[src/rtl/bin_conv_pkg.sv]
// Shared types for the convolution-result UART transmit path:
// sequencer states, frame byte selector and the default frame sync byte.
package bin_conv_pkg;

    // Sequencer states of the result sender.
    typedef enum logic [2:0] {
        IDLE      = 3'd0,
        LOAD      = 3'd1,
        WAIT_ACK  = 3'd2,
        WAIT_IDLE = 3'd3,
        DONE      = 3'd4
    } state_e;

    // Which field of the frame the current byte index points at.
    typedef enum logic [1:0] {
        SEL_SYNC    = 2'd0,
        SEL_LEN     = 2'd1,
        SEL_PAYLOAD = 2'd2,
        SEL_CHK     = 2'd3
    } byte_sel_e;

    localparam logic [7:0] SYNC_BYTE_DEFAULT = 8'hA5;

endpackage

[src/rtl/result_buf.sv]
// Result register file: NUM_RESULTS bytes, gated write port with
// out-of-range address rejection, combinational read by index.
module result_buf #(
    parameter int NUM_RESULTS = 10,
    parameter int AW          = 4
) (
    input  logic          clk,
    input  logic          rst_n,
    input  logic          we_i,
    input  logic [AW-1:0] waddr_i,
    input  logic [7:0]    wdata_i,
    input  logic [AW-1:0] raddr_i,
    output logic [7:0]    rdata_o
);

    logic [7:0] mem_q [NUM_RESULTS];

    // Storage: cleared on reset, written only for in-range addresses.
    always_ff @(posedge clk or negedge rst_n) begin
        if (!rst_n) begin
            for (int i = 0; i < NUM_RESULTS; i++) begin
                mem_q[i] <= 8'h00;
            end
        end else if (we_i && (int'(waddr_i) < NUM_RESULTS)) begin
            mem_q[waddr_i] <= wdata_i;
        end
    end

    // Read port: out-of-range indices return zero rather than X.
    always_comb begin
        rdata_o = 8'h00;
        if (int'(raddr_i) < NUM_RESULTS) begin
            rdata_o = mem_q[raddr_i];
        end
    end

endmodule

[src/rtl/result_uart_sender.sv]
// Result sender: streams SYNC, LEN, the result bytes and an XOR checksum
// to uart_tx one byte at a time over a tx_start/tx_busy handshake.
// Handshake: tx_start is a one-cycle request issued only while tx_busy is
// low; uart_tx acknowledges by raising tx_busy, and the byte is complete
// when tx_busy falls again. tx_data holds its value across that window.
module result_uart_sender
    import bin_conv_pkg::*;
#(
    parameter int         NUM_RESULTS = 10,
    parameter logic [7:0] SYNC_BYTE   = SYNC_BYTE_DEFAULT,
    parameter int         ACK_TIMEOUT = 16,
    localparam int        AW          = (NUM_RESULTS > 1) ? $clog2(NUM_RESULTS) : 1
) (
    input  logic          clk,
    input  logic          rst_n,
    input  logic          wr_en,
    input  logic [AW-1:0] wr_addr,
    input  logic [7:0]    wr_data,
    input  logic          send,
    output logic          tx_start,
    output logic [7:0]    tx_data,
    input  logic          tx_busy,
    output logic          busy,
    output logic          done,
    output state_e        dbg_state_o
);

    localparam int         TW       = $clog2(ACK_TIMEOUT + 1);
    localparam logic [8:0] LAST_IDX = 9'(NUM_RESULTS + 2);
    localparam logic [7:0] LEN_BYTE = 8'(NUM_RESULTS);

    state_e         state_q;
    logic [8:0]     idx_q;
    logic [7:0]     chk_q;
    logic [TW-1:0]  timer_q;
    logic           tx_start_q;
    logic [7:0]     tx_data_q;
    logic           busy_q;
    logic           done_q;

    byte_sel_e      sel_d;
    logic [7:0]     byte_d;
    logic [7:0]     rd_data;
    logic [AW-1:0]  rd_addr;

    // The buffer is frozen for the whole frame: writes land only while idle.
    result_buf #(
        .NUM_RESULTS (NUM_RESULTS),
        .AW          (AW)
    ) u_buf (
        .clk     (clk),
        .rst_n   (rst_n),
        .we_i    (wr_en && !busy_q),
        .waddr_i (wr_addr),
        .wdata_i (wr_data),
        .raddr_i (rd_addr),
        .rdata_o (rd_data)
    );

    // Map the byte index to its frame field and pick the byte to present.
    always_comb begin
        sel_d   = SEL_PAYLOAD;
        rd_addr = AW'(idx_q - 9'd2);
        byte_d  = rd_data;
        if (idx_q == 9'd0) begin
            sel_d = SEL_SYNC;
        end else if (idx_q == 9'd1) begin
            sel_d = SEL_LEN;
        end else if (idx_q == LAST_IDX) begin
            sel_d = SEL_CHK;
        end
        case (sel_d)
            SEL_SYNC: byte_d = SYNC_BYTE;
            SEL_LEN:  byte_d = LEN_BYTE;
            SEL_CHK:  byte_d = chk_q;
            default:  byte_d = rd_data;
        endcase
    end

    // Frame sequencer; every output is registered here.
    always_ff @(posedge clk or negedge rst_n) begin
        if (!rst_n) begin
            state_q    <= IDLE;
            idx_q      <= 9'd0;
            chk_q      <= 8'h00;
            timer_q    <= '0;
            tx_start_q <= 1'b0;
            tx_data_q  <= 8'h00;
            busy_q     <= 1'b0;
            done_q     <= 1'b0;
        end else begin
            case (state_q)
                IDLE: begin
                    tx_start_q <= 1'b0;
                    done_q     <= 1'b0;
                    if (send) begin
                        state_q <= LOAD;
                        busy_q  <= 1'b1;
                        idx_q   <= 9'd0;
                        chk_q   <= 8'h00;
                    end
                end
                LOAD: begin
                    // Hold off the request while uart_tx still reports busy.
                    if (!tx_busy) begin
                        tx_start_q <= 1'b1;
                        tx_data_q  <= byte_d;
                        timer_q    <= '0;
                        state_q    <= WAIT_ACK;
                    end
                end
                WAIT_ACK: begin
                    tx_start_q <= 1'b0;
                    if (tx_busy) begin
                        state_q <= WAIT_IDLE;
                    end else if (timer_q == TW'(ACK_TIMEOUT - 1)) begin
                        // No acknowledge: re-issue the same byte.
                        state_q <= LOAD;
                    end else begin
                        timer_q <= timer_q + 1'b1;
                    end
                end
                WAIT_IDLE: begin
                    if (!tx_busy) begin
                        // Checksum folds in bytes once uart_tx has finished them,
                        // so a re-pulsed byte is counted only once.
                        if (sel_d == SEL_LEN || sel_d == SEL_PAYLOAD) begin
                            chk_q <= chk_q ^ tx_data_q;
                        end
                        if (idx_q == LAST_IDX) begin
                            state_q <= DONE;
                            done_q  <= 1'b1;
                            busy_q  <= 1'b0;
                        end else begin
                            idx_q   <= idx_q + 9'd1;
                            state_q <= LOAD;
                        end
                    end
                end
                DONE: begin
                    done_q  <= 1'b0;
                    state_q <= IDLE;
                end
                default: begin
                    state_q <= IDLE;
                end
            endcase
        end
    end

    assign tx_start    = tx_start_q;
    assign tx_data     = tx_data_q;
    assign busy        = busy_q;
    assign done        = done_q;
    assign dbg_state_o = state_q;

endmodule

[config.mk]
export PLATFORM = sky130hd
export DESIGN_NAME = result_uart_sender
export DESIGN_NICKNAME = d
export VERILOG_FILES = /design/src/rtl/bin_conv_pkg.sv /design/src/rtl/result_buf.sv /design/src/rtl/result_uart_sender.sv
export SDC_FILE = /design/constraint.sdc
export NUM_CORES = 1
export LEC_CHECK = 0
export BUFFER_PORTS_ARGS = -buffer_cell sky130_fd_sc_hd__buf_4
export CORE_MARGIN = 1
export CORE_UTILIZATION = 55
export DETAILED_ROUTE_END_ITERATION = 12
export GPL_ROUTABILITY_DRIVEN = 0
export PLACE_DENSITY = 0.84
export SLEW_MARGIN = 20
export SYNTH_ARGS = -nofsm -noshare
export SYNTH_HDL_FRONTEND = slang
export SYNTH_SLANG_ARGS = --single-unit
[constraint.sdc]
create_clock -name clk -period 6.3 [get_ports clk]
set_input_delay 1.26 -clock clk [delete_from_list [all_inputs] [get_ports clk]]
set_output_delay 1.26 -clock clk [all_outputs]
set_load 0.005 [all_outputs]
==> qor.csv <==
metric,value,unit
status,completed,
crit-path max FO,32,
final clock skew,0.00424,ns
DRT Pass-1 Iters,4,
post-CTS sizing,0,
min Tclk post-route,2.95,ns
DRT iter0 DRCs,230,
CP endpoint kind,register,
Post-CTS Setup Inserts,0,
Post-DRT Antenna Nets,0,
Area Overhead vs Synth,15.8,%
DP Area,6040,um^2
Final Hold Violating Endpoints,0,
"commonest non-fill, non-tap cell in the layout",dfrtp_1,
period utilisation layout,46.7,%
die area,10800,um^2
post-synthesis cell count,463,
Die Ht,104,um
YS warnings,0,
die width,104,um
fillers,724,
clk buf depth,2,
post-DP HPWL,7.58,mm
Final Util,66.7,%
min-delay src,timer_q[4],
drt total wl,11.9,mm
"Clk pin slew, worst setup/hold paths",0.06,ns
R2R Path End,chk_q[1],
CP Class,register to register,
via density per instance,5.93,
worst reg2reg path startpoint,idx_q[0],
smallest hold slack,0.487,ns
design area,6640,um^2
Fin Setup TNS,0,ns
antenna cell count,0,
Overflow after GRT,0,
end point of the worst hold path,timer_q[4],
largest net degree at the start of global routing,69,
I/O Buffers,30,
Starting Density,57.6,%
register-to-register setup slack,3.35,ns
total power,3.12,mW
"EDFF count, synth",0,
Via Count,3740,
CTS tree,built,
Post-synth ARST share,100,%
"Avg Cell Area, Syn",12.4,um^2
IR Drop Worst-Case VDD,0.277,mV
CP Launch Type,register,
Pwr Density,470,nW/um^2
relative slew slack,44.8,%
WHS Path Cells,2,
prevailing post-synth register cell,dfrtp_1,
Synthesized Nets,491,
TritonCTS buffer count,17,
Synth Cell Area,5740,um^2
hold_buf cts,0,
Sink Count,116,
WL/cell,18.9,um
root buffer cell,clkbuf_8,
H-tree depth,4,
io pins,31,
f_max,340,MHz
max-cap viol count,0,
Tot GR Track Use,24.6,%
core area,9950,um^2
first-pass GRT wire length,20.3,mm
sequential share of the synthesized area,50.6,%
FF-to-FF path depth,11,
Yosys cell types,47,
final setup vio count,0,
Seq cells post-synth,116,
RSZ-0062 raised after global routing,no,
Nets,515,
worst slew pin tran,0.825,ns
Rows,36,
Worst Hold Class,register to register,
most frequent cells in the layout,"dfrtp_1, mux2_2, nor2_1, buf_4, nand2_1",
share of cells above drive strength 1,34.5,%
max-slew violations,0,
Worst Path Required,6.67,ns
Leak,3.10,nW
clk_lat worst skew,0.53,ns
CP arrival,3.32,ns
initial antenna violation count,0,
Residual DRC,0,
vias in the first global route,3871,
state kept, by name, indices dropped and copies added (netlist names):
signal	flops
tx_start	1
u_buf.mem_q	80
timer_q	5
idx_q	9
tx_data	8
done	1
dbg_state_o	3
chk_q	8
busy	1
cell type report:
class / instances / area, um^2 / area share, %
Multi-Input combinational cell: 309 / 2690 / 40.4
Tap cell: 133 / 166 / 2.51
Clock inverter: 9 / 154 / 2.32
Timing Repair Buffer: 33 / 248 / 3.73
Clock buffer: 21 / 449 / 6.76
Sequential cell: 116 / 2900 / 43.7
Inverter: 10 / 37.5 / 0.565
cells by family after synthesis:
kind of cell             after synthesis  share of synthesized area [%]
buffers and inverters                 38                           2.75
multiplexers                         114                           24.4
AND/OR/NAND/NOR                      112                           10.9
AO/OA/AOI/OAI                         59                           6.96
adder cells (fa/ha/maj)               11                           2.40
XOR/XNOR                              13                           1.98
flip-flops                           116                           50.6
worst max-delay path, stage by stage (launching register included):
cell and delay [ns]:
dfrtp_1 0.32, buf_4 0.41, inv_1 0.13, ha_1 0.27
nor4b_1 0.26, nor2_1 0.07, nor2_1 0.20, ha_1 0.27
nor2_1 0.39, o211ai_1 0.20, xor2_1 0.19, nor2_1 0.07
worst max path at each step:
stage	start	to	slack (ns)
2_1_floorplan	idx_q[1]	tx_data[0]	3.72
3_3_place_gp	tx_busy	tx_data[1]	3.48
3_5_place_dp	tx_busy	tx_data[2]	3.38
4_1_cts	idx_q[0]	chk_q[1]	3.34
5_1_grt	idx_q[0]	chk_q[1]	3.13
6_report	idx_q[0]	chk_q[1]	3.35
metal layers:
layer,GRT usage [%],vias to the layer above,routed length [um]
met5,0,-,0
met1,31.7,1902,5290
met3,6.58,21,551
met2,38.3,92,5830
met4,12.4,0,271
li1,-,1725,-
metrics by stage:
stage | cells | setup WS, ns
2_1_floorplan | 463 | 3.72
3_3_place_gp | 601 | 3.48
3_5_place_dp | 601 | 3.38
4_1_cts | 631 | 3.34
5_1_grt | 631 | 3.13
6_report | 631 | 3.35
cells in the mapped netlist (2+ instances only):
cell | n | area, um^2
o21ai_0 | 15 | 75.1
nor2b_1 | 4 | 25.0
nand3_1 | 10 | 50.1
nand3b_1 | 2 | 15.0
nor2_1 | 33 | 124
buf_2 | 9 | 45.0
nand4_1 | 5 | 31.3
nor3_1 | 3 | 15.0
ha_1 | 11 | 138
and3_1 | 8 | 50.1
dfrtp_1 | 116 | 2900
nand2_1 | 27 | 101
mux2i_1 | 16 | 160
o211ai_1 | 10 | 75.1
mux2_2 | 86 | 968
a22oi_1 | 8 | 60.1
buf_1 | 13 | 48.8
nor3b_2 | 2 | 25.0
mux4_2 | 12 | 270
a21oi_1 | 13 | 65.1
xor2_1 | 11 | 96.3
inv_1 | 10 | 37.5
nand2b_1 | 2 | 12.5
o22a_1 | 6 | 52.6
nor3_2 | 2 | 20.0
o31ai_1 | 2 | 15.0
clkbuf_1 | 5 | 18.8
nor4b_2 | 2 | 30.0
xnor2_1 | 2 | 17.5
where the power goes:
| part | internal [mW] | leakage, nW | switching (mW) |
|---|---|---|---|
| sequential | 0.970 | 1.54 | 0.166 |
| combinational | 0.483 | 1.27 | 0.510 |
| clock | 0.657 | 0.290 | 0.333 |
(Power assumes the default switching activity.)
